## src/rtl/core_mem_pkg.sv

```systemverilog
// core_mem_pkg
// Shared types for the core memory access unit: request kinds, access sizes,
// response error codes and the unit's FSM states, plus small helpers that
// turn an access size into its byte mask and its alignment mask.
package core_mem_pkg;

    typedef enum logic [1:0] {
        FETCH = 2'd0,
        LOAD  = 2'd1,
        STORE = 2'd2
    } req_kind_e;

    typedef enum logic [1:0] {
        SIZE_B = 2'd0,
        SIZE_H = 2'd1,
        SIZE_W = 2'd2,
        SIZE_D = 2'd3
    } mem_size_e;

    typedef enum logic [1:0] {
        ERR_OK         = 2'd0,
        ERR_MISALIGNED = 2'd1,
        ERR_TIMEOUT    = 2'd2,
        ERR_ILLEGAL    = 2'd3
    } mem_err_e;

    typedef enum logic [1:0] {
        ST_IDLE = 2'd0,
        ST_REQ  = 2'd1,
        ST_RESP = 2'd2
    } mem_state_e;

    // Byte-enable pattern of an access before it is shifted into its lane.
    function automatic logic [7:0] size_mask(input mem_size_e sz);
        logic [7:0] m;
        case (sz)
            SIZE_B:  m = 8'h01;
            SIZE_H:  m = 8'h03;
            SIZE_W:  m = 8'h0F;
            default: m = 8'hFF;
        endcase
        return m;
    endfunction

    // Low address bits that must be zero for a naturally aligned access.
    function automatic logic [2:0] align_mask(input mem_size_e sz);
        logic [2:0] m;
        case (sz)
            SIZE_B:  m = 3'b000;
            SIZE_H:  m = 3'b001;
            SIZE_W:  m = 3'b011;
            default: m = 3'b111;
        endcase
        return m;
    endfunction

endpackage

```

## src/rtl/core_mem_unit_align.sv

```systemverilog
// mem_lane_align
// Purely combinational lane logic for core_mem_unit.
// Request side: bus-aligned address, lane offset, steered store data, byte
//   enables and the legality/alignment verdict for the incoming request.
// Load side: extracts the addressed bytes from a full bus word using the
//   captured offset/size and zero- or sign-extends them to XLEN.
// Ports:
//   req_kind/req_addr/req_size/req_wdata  incoming request fields
//   st_addr/st_off/st_wdata/st_be         steered bus fields for the request
//   chk_err                               OK / MISALIGNED / ILLEGAL
//   ld_off/ld_size/ld_unsigned/ld_rdata   captured load shape + bus read data
//   ld_data                               extended load result
module mem_lane_align
    import core_mem_pkg::*;
#(
    parameter int XLEN   = 32,
    parameter int ADDR_W = 32
) (
    input  logic [1:0]                  req_kind,
    input  logic [ADDR_W-1:0]           req_addr,
    input  logic [1:0]                  req_size,
    input  logic [XLEN-1:0]             req_wdata,
    output logic [ADDR_W-1:0]           st_addr,
    output logic [$clog2(XLEN/8)-1:0]   st_off,
    output logic [XLEN-1:0]             st_wdata,
    output logic [XLEN/8-1:0]           st_be,
    output logic [1:0]                  chk_err,
    input  logic [$clog2(XLEN/8)-1:0]   ld_off,
    input  logic [1:0]                  ld_size,
    input  logic                        ld_unsigned,
    input  logic [XLEN-1:0]             ld_rdata,
    output logic [XLEN-1:0]             ld_data
);

    localparam int BE_W  = XLEN / 8;
    localparam int OFF_W = $clog2(BE_W);

    mem_size_e       sz;
    logic [XLEN-1:0] shifted;

    assign sz       = mem_size_e'(req_size);
    assign st_off   = req_addr[OFF_W-1:0];
    assign st_addr  = {req_addr[ADDR_W-1:OFF_W], {OFF_W{1'b0}}};
    assign st_wdata = req_wdata << {st_off, 3'b000};
    assign st_be    = BE_W'(size_mask(sz)) << st_off;

    always_comb begin
        chk_err = ERR_OK;
        if (XLEN == 32 && sz == SIZE_D) begin
            chk_err = ERR_ILLEGAL;
        end else if (req_kind == FETCH && sz != SIZE_W) begin
            chk_err = ERR_ILLEGAL;
        end else if (req_kind == 2'd3) begin
            // Undefined kind encoding is rejected rather than guessed at.
            chk_err = ERR_ILLEGAL;
        end else if ((req_addr[2:0] & align_mask(sz)) != 3'b000) begin
            chk_err = ERR_MISALIGNED;
        end
    end

    assign shifted = ld_rdata >> {ld_off, 3'b000};

    // Size casts of a $signed operand sign-extend; of a plain slice, zero-extend.
    always_comb begin
        ld_data = shifted;
        case (mem_size_e'(ld_size))
            SIZE_B:  ld_data = ld_unsigned ? XLEN'(shifted[7:0])  : XLEN'($signed(shifted[7:0]));
            SIZE_H:  ld_data = ld_unsigned ? XLEN'(shifted[15:0]) : XLEN'($signed(shifted[15:0]));
            SIZE_W:  ld_data = ld_unsigned ? XLEN'(shifted[31:0]) : XLEN'($signed(shifted[31:0]));
            default: ld_data = shifted;
        endcase
    end

endmodule

```

## src/rtl/core_mem_unit.sv

```systemverilog
// core_mem_unit
// Memory access unit between the multicycle core's control FSM and a
// single-beat valid/ready bus. Accepts one FETCH/LOAD/STORE at a time,
// rejects illegal or misaligned requests without touching the bus, steers
// store data into byte lanes, extracts and extends load data, and aborts a
// bus request that is not accepted within TIMEOUT cycles (0 = never).
// Ports:
//   clk, reset              clock, synchronous active-high reset
//   ce                      core clock enable, gates request acceptance only
//   req_valid/req_ready     core request handshake
//   req_kind/addr/size/unsigned/wdata  request fields
//   rsp_valid/rsp_data/rsp_err        one-cycle response pulse + held result
//   bus_valid/bus_ready     bus handshake (bus_rdata valid with bus_ready)
//   bus_we/addr/wdata/be    registered bus request fields
module core_mem_unit
    import core_mem_pkg::*;
#(
    parameter int XLEN    = 32,
    parameter int ADDR_W  = 32,
    parameter int TIMEOUT = 16
) (
    input  logic                clk,
    input  logic                reset,
    input  logic                ce,
    input  logic                req_valid,
    output logic                req_ready,
    input  logic [1:0]          req_kind,
    input  logic [ADDR_W-1:0]   req_addr,
    input  logic [1:0]          req_size,
    input  logic                req_unsigned,
    input  logic [XLEN-1:0]     req_wdata,
    output logic                rsp_valid,
    output logic [XLEN-1:0]     rsp_data,
    output logic [1:0]          rsp_err,
    output logic                bus_valid,
    input  logic                bus_ready,
    input  logic [XLEN-1:0]     bus_rdata,
    output logic                bus_we,
    output logic [ADDR_W-1:0]   bus_addr,
    output logic [XLEN-1:0]     bus_wdata,
    output logic [XLEN/8-1:0]   bus_be
);

    localparam int BE_W  = XLEN / 8;
    localparam int OFF_W = $clog2(BE_W);
    localparam int CNT_W = (TIMEOUT < 1) ? 1 : $clog2(TIMEOUT + 1);
    localparam logic [CNT_W-1:0] CNT_LAST = (TIMEOUT < 1) ? '0 : CNT_W'(TIMEOUT - 1);

    mem_state_e        state;
    logic [CNT_W-1:0]  wait_cnt;
    logic [OFF_W-1:0]  ld_off_q;
    logic [1:0]        ld_size_q;
    logic              ld_unsigned_q;
    logic              is_store_q;

    logic [ADDR_W-1:0] st_addr;
    logic [OFF_W-1:0]  st_off;
    logic [XLEN-1:0]   st_wdata;
    logic [BE_W-1:0]   st_be;
    logic [1:0]        chk_err;
    logic [XLEN-1:0]   ld_data;
    logic              handshake;
    logic              is_store;
    logic              is_fetch;

    assign req_ready = (state == ST_IDLE) & ce & ~reset;
    assign handshake = req_valid & req_ready;
    assign is_store  = (req_kind == STORE);
    assign is_fetch  = (req_kind == FETCH);

    mem_lane_align #(
        .XLEN   (XLEN),
        .ADDR_W (ADDR_W)
    ) u_align (
        .req_kind    (req_kind),
        .req_addr    (req_addr),
        .req_size    (req_size),
        .req_wdata   (req_wdata),
        .st_addr     (st_addr),
        .st_off      (st_off),
        .st_wdata    (st_wdata),
        .st_be       (st_be),
        .chk_err     (chk_err),
        .ld_off      (ld_off_q),
        .ld_size     (ld_size_q),
        .ld_unsigned (ld_unsigned_q),
        .ld_rdata    (bus_rdata),
        .ld_data     (ld_data)
    );

    always_ff @(posedge clk) begin
        if (reset) begin
            state         <= ST_IDLE;
            wait_cnt      <= '0;
            bus_valid     <= 1'b0;
            bus_we        <= 1'b0;
            bus_addr      <= '0;
            bus_wdata     <= '0;
            bus_be        <= '0;
            rsp_valid     <= 1'b0;
            rsp_data      <= '0;
            rsp_err       <= ERR_OK;
            ld_off_q      <= '0;
            ld_size_q     <= SIZE_B;
            ld_unsigned_q <= 1'b0;
            is_store_q    <= 1'b0;
        end else begin
            case (state)
                ST_IDLE: begin
                    if (handshake) begin
                        if (chk_err != ERR_OK) begin
                            // Rejected requests answer directly without a bus cycle.
                            state     <= ST_RESP;
                            rsp_valid <= 1'b1;
                            rsp_err   <= chk_err;
                            rsp_data  <= '0;
                        end else begin
                            state         <= ST_REQ;
                            wait_cnt      <= '0;
                            bus_valid     <= 1'b1;
                            bus_we        <= is_store;
                            bus_addr      <= st_addr;
                            bus_wdata     <= is_store ? st_wdata : '0;
                            bus_be        <= st_be;
                            ld_off_q      <= st_off;
                            // A fetch is an unsigned word load.
                            ld_size_q     <= is_fetch ? SIZE_W : req_size;
                            ld_unsigned_q <= req_unsigned | is_fetch;
                            is_store_q    <= is_store;
                        end
                    end
                end
                ST_REQ: begin
                    // bus_ready is checked first so a late accept beats the timeout.
                    if (bus_ready) begin
                        state     <= ST_RESP;
                        bus_valid <= 1'b0;
                        rsp_valid <= 1'b1;
                        rsp_err   <= ERR_OK;
                        rsp_data  <= is_store_q ? '0 : ld_data;
                    end else if (TIMEOUT > 0 && wait_cnt == CNT_LAST) begin
                        state     <= ST_RESP;
                        bus_valid <= 1'b0;
                        rsp_valid <= 1'b1;
                        rsp_err   <= ERR_TIMEOUT;
                        rsp_data  <= '0;
                    end else begin
                        wait_cnt <= wait_cnt + CNT_W'(1);
                    end
                end
                ST_RESP: begin
                    state     <= ST_IDLE;
                    rsp_valid <= 1'b0;
                end
                default: begin
                    state     <= ST_IDLE;
                    bus_valid <= 1'b0;
                    rsp_valid <= 1'b0;
                end
            endcase
        end
    end

endmodule

```

## config.mk

```make
export PLATFORM = sky130hd
export DESIGN_NAME = core_mem_unit
export DESIGN_NICKNAME = d
export VERILOG_FILES = /design/src/rtl/core_mem_pkg.sv /design/src/rtl/core_mem_unit_align.sv /design/src/rtl/core_mem_unit.sv
export SDC_FILE = /design/constraint.sdc
export NUM_CORES = 1
export LEC_CHECK = 0
export ABC_CLOCK_PERIOD_IN_PS = 2600
export CORE_MARGIN = 2
export CORE_UTILIZATION = 45
export CTS_CLUSTER_DIAMETER = 150
export DETAILED_ROUTE_END_ITERATION = 8
export PLACE_DENSITY = 0.86
export SLEW_MARGIN = 20
export SYNTH_ARGS = -nofsm -noshare
export SYNTH_HDL_FRONTEND = slang
export SYNTH_HIERARCHICAL = 1
export SYNTH_SLANG_ARGS = --single-unit
```

## constraint.sdc

```tcl
create_clock -name clk -period 2.6 [get_ports clk]
set_input_delay 0.39 -clock clk [delete_from_list [all_inputs] [get_ports clk]]
set_output_delay 0.39 -clock clk [all_outputs]
set_load 0.03 [all_outputs]
```

==> results <==
-- cells by family (layout without fill, tap and decap cells) --
logic type,Yosys count,in the layout,share of synthesized area
muxes,39,39,0.0706
DFF,117,117,0.410
buffers and inverters,95,272,0.0999
adders and majority gates,2,2,0.00438
other,1,2,0.000657
xor gates and xnor gates,1,1,0.00153
AOI/OAI and AO/OA,239,239,0.281
and+or+nand+nor,136,136,0.132
-- cell type report --
| class | count | share of cell area |
|---|---|---|
| clock inverter | 15 | 0.0164 |
| inverter | 3 | 0.00195 |
| clock buffer | 17 | 0.0510 |
| multi-input combinational | 419 | 0.339 |
| timing repair buffer | 237 | 0.285 |
| tap | 172 | 0.0258 |
| sequential | 117 | 0.281 |
-- worst max-delay path: stages --
cell and delay (ns):
clkdlybuf4s50_1 0.46, a22oi_1 0.24, o31ai_1 0.14, o21bai_1 0.24
buf_4 0.17, o21a_1 0.22, a221oi_4 0.33, buf_12 0.22
a22o_1 0.18
-- per-stage QoR --
stage               setup TNS [ns]  std cells  instance area [µm²]  hold WS (ns)  setup slack (ns)
finish                           0        980                 8340         0.471             0.317
global route                     0        980                 8340         0.487             0.241
CTS                              0        980                 8340         0.473             0.365
detailed placement           -2.00        948                 7780         0.455           -0.0735
global placement                 0        948                 7780         0.456            0.0586
floorplan                        0        631                 5710         0.443             0.289
-- where the power goes --
group	total, mW	leakage [nW]	switching, mW	internal [mW]
combinational	0.560	1.77	0.277	0.282
sequential	1.81	0.943	0.00879	1.81
clock	2.18	0.253	0.873	1.31
-- per-layer routing --
metal	track usage	vias to the layer above	share of wire
li1	-	2621	-
met1	0.324	2700	0.41
met2	0.419	299	0.48
met3	0.0841	37	0.084
met4	0.102	0	0.025
met5	0	-	0
-- state kept, by name, indices dropped and copies added, names as in the netlist --
register       cells
bus_addr          32
state              2
wait_cnt           5
rsp_err            2
ld_unsigned_q      1
ld_off_q           2
ld_size_q          2
bus_wdata         32
rsp_valid          1
bus_be             4
is_store_q         1
rsp_data          32
bus_valid          1
-- layout by cell type, fill, tap and decap left out, drive strengths merged, types with 17 or more instances in the layout --
| master | instances |
|---|---|
| nor2 | 19 |
| a21oi | 77 |
| nor2b | 21 |
| a22o | 65 |
| mux2i | 35 |
| buf | 28 |
| dfxtp | 117 |
| o21ai | 51 |
| a211oi | 17 |
| clkbuf | 17 |
| nand3 | 39 |
| clkdlybuf4s50 | 209 |
-- worst max path at each step --
stage                      from  slack (ns)      endpoint
finish              req_kind[1]        0.32  rsp_data[25]
global route        wait_cnt[0]        0.24   wait_cnt[3]
CTS                 req_kind[1]        0.37  rsp_data[25]
detailed placement  req_kind[1]       -0.07  ld_size_q[1]
global placement    req_kind[1]        0.06  ld_size_q[1]
floorplan           req_addr[1]        0.29   bus_addr[0]
==> metrics.md <==
| Metric | Value |
|---|---|
| Type of the tightest min-delay check | `reg2reg` |
| Post-CTS Setup Bufs | `0` |
| Worst skew pair latency | `0.41 ns` |
| R2R depth | `7` |
| Top cell type by total area after synthesis | `dfxtp_1` |
| Pwr Total | `4.56 mW` |
| Drc violations | `0` |
| Core box area | `12,500 µm²` |
| IO Count | `212` |
| Mapped Cells | `630` |
| Die H | `roughly 120 µm` |
| Post-DP HPWL | `12,400 µm` |
| RSZ-0062 raised after global routing | `false` |
| Post-synth top area share | `0.410` |
| Outcome | `complete, no violations` |
| MaxCap Viol Count | `0` |
| Clk slew on worst S/H paths | `0.06 ns` |
| Element type at the critical path start | `primary input` |
| Final GP Congestion | `0.896` |
| Final ANT Viol Nets | `0` |
| Final core occ | `0.666` |
| Area of the multi-input gates | `2830 µm²` |
| Crit Reg-Reg Endpoint | `wait_cnt[1]` |
| WP data required | `2.94 ns` |
| Gr ovfl total | `0` |
| Final Hold Vio Count | `0` |
| Post-synth EDFFs | `0` |
| Worst-Margin Slew | `between 0.7 and 0.8 ns` |
| I/O Buffers | `approximately 210` |
| Worst Path Max Fanout | `32` |
| Synth Cell Area | `around 5700 µm²` |
| Top cells by area, synth | `dfxtp_1 41%, a22o_1 10%, a21oi_1 6.7%` |
| Most frequent cell after synthesis | `dfxtp_1` |
| Commonest cells post-synth | `117 x dfxtp_1, 77 x a21oi_1, 65 x a22o_1` |
| Final wirelength | `17,800 µm` |
| LEAKAGE | `2.97 nW` |
| Vias | `approximately 5,700` |
| Filler cells | `a little under 1,000` |
| Die Wd | `117 µm` |
| Final period util | `0.878` |
| Post-route minimum period | `2.28 ns` |
| Initial antenna violation count | `0` |
| Hold Path Origin | `bus_wdata[12]` |
| Via/cell ratio | `5.77` |
| Seq/Total Area, Yosys | `0.410` |
| Largest net degree at the start of global routing | `61` |
| Layout Skew | `0.00780 ns` |
| Cell Pwr Density | `547 nW/µm²` |
| Cts repair resizes | `0` |
| Seq cells post-synth | `~120` |
| Clock sink total | `117` |
| Peak VDD IR | `316 µV` |
| Flop-to-flop setup slack | `0.41 ns` |
| Clock Path Buffers | `2` |
| Root Buffer | `clkbuf_16` |
| Vias in the first global route | `5,412` |
| Initial core utilization | `0.456` |
| Worst hold path depth | `1` |
| GRT Util Overall | `0.260` |
| CTS tree | `done` |
| Nets | `903` |
| Synth Area per Inst | `9.06 µm²` |
| CTS H-tree depth | `4` |
| Final setup viols | `0` |
| Pre-antenna DRT Iters | `7` |
| Number of diodes | `0` |
| Hold Path Sink | `bus_wdata[12]` |
| Row Count | `41` |
| Area delta synth->final | `46.1%` |
| Sequential Area | `2340 µm²` |
| Setup Crit Path Kind | `in2reg` |
| Ys Warns | `6` |
| DRT iter0 DRCs | `527` |
| Max Clk Rate | `around 440 MHz` |
| Worst slew margin | `0.505` |
| Worst EP arrival | `roughly 2.6 ns` |
| Synth cell types | `52` |
| Ys async rst share | `0` |
| Final Slew Violations | `0` |
| Die area | `13,600 µm²` |
| Hold_buf cts | `0` |
| WL per Instance | `18.2 µm` |
| R2R Path Start | `wait_cnt[0]` |
| Top_reg_cell synth | `dfxtp_1` |
| Fraction of layout instances using a drive strength above 1 | `0.104` |
| CTS Buf Count | `17` |
| Global-route wire length before repair | `27,700 µm` |
| CP Capture Type | `register` |
(Power assumes the default switching activity.)
==> patch (same settings) <==
`ADDR_W` is set to 32 in 2 places; all go to 48.
--- a/src/rtl/core_mem_unit_align.sv
+++ b/src/rtl/core_mem_unit_align.sv
@@ -14,7 +14,7 @@
     import core_mem_pkg::*;
 #(
     parameter int XLEN   = 32,
-    parameter int ADDR_W = 32
+    parameter int ADDR_W = 48
 ) (
     input  logic [1:0]                  req_kind,
     input  logic [ADDR_W-1:0]           req_addr,
--- a/src/rtl/core_mem_unit.sv
+++ b/src/rtl/core_mem_unit.sv
@@ -16,7 +16,7 @@
     import core_mem_pkg::*;
 #(
     parameter int XLEN    = 32,
-    parameter int ADDR_W  = 32,
+    parameter int ADDR_W  = 48,
     parameter int TIMEOUT = 16
 ) (
     input  logic                clk,
Ports: changed (resized bus_addr and req_addr); port bits go from 212 to 244. No check against the original RTL was run, so the function may have changed too.
==> patch against the original RTL <==
  * Clock skew grew 0.0027 ns
  * Cell area grew 9.0%
  * Routed wire length shrank 2.6%
  * Sequential cell count grew 16
  * Setup slack lost 0.11 ns
  * Total power grew 10%
  * Area after synthesis grew 9.2%
  * Synthesized cell count grew 13%
==> patch: results (changes against the original RTL) <==
status complete, no violations (unchanged); crit-path leading delay family buffers and inverters (was compound AO/OA/AOI/OAI gates); met2 wire length 8080 microns (was 8520 microns); Yosys cell types 48 (was 52); Leak 3.26 nW (was 2.97 nW); GR Layer Usage met1 29.5% (was 32.4%); port bufs 243 (was 211); flip-flop and latch count 133 (was 117); VDD IR max 0.366 mV (was 0.316 mV); final wirelength 17400 microns (was 17800 microns); Post-DP HPWL 12300 microns (was 12400 microns); final net count 1017 (was 903); Hold Path Origin bus_addr[24]$_SDFFE_PP0P_ (was bus_wdata[12]$_SDFFE_PP0P_); Peak Freq 418 MHz (was 438 MHz); bufs w/o clock 264 (was 237); Reg2Reg Setup Slack 0.63 ns (was 0.41 ns); share of cells above drive strength 1 8.61% (was 10.4%); Min-Delay Endpoint bus_addr[24]$_SDFFE_PP0P_ (was bus_wdata[12]$_SDFFE_PP0P_); inverter count 2 (was 3); clk cell area share 6.69% (was 6.74%); met3 WL 1420 microns (was 1500 microns); multi-input logic cell count 475 (was 419); largest net degree at the start of global routing 49 (was 61); hold depth 2 (was 1); CP peak stage delay 0.72 ns (was 0.46 ns); Clk. pwr 0.00242 W (was 0.00218 W); GR Layer Usage met2 37.0% (was 41.9%)
==> patch: cell types whose count changed in the layout (fill, tap and decap cells not counted), moves of 6 or more <==
cell and delta:
nand2_1 +112, nand3_1 -39, o21ai_0 -38, clkdlybuf4s50_1 +33
a21oi_1 +21, dfxtp_1 +16, nor2_1 +9, buf_4 -6
clkbuf_8 +6, clkinv_4 -6
==> patch: cells by family after synthesis <==
group / count (synthesis) / share of synthesized area (%)
simple gates: 219 / 16.6
xor+xnor: 1 / 0.141
mux: 36 / 5.96
buf+inv: 106 / 10.7
compound gates: 215 / 23.4
other cells: 1 / 0.0602
fa+ha+maj: 2 / 0.401
flops: 133 / 42.7
==> patch: stage by stage <==
stage,cells,hold WS [ns],total power (W),utilization (%),instance area (sq um)
after CTS,1086,0.454,0.00507,66.3,9090
after global routing,1086,0.465,0.00523,66.3,9090
final,1086,0.451,0.00502,66.3,9090
after detailed placement,1054,0.446,0.00264,61.8,8480
after global placement,1054,0.441,0.00264,61.8,8480
after floorplan,714,0.432,0.00240,-,6240
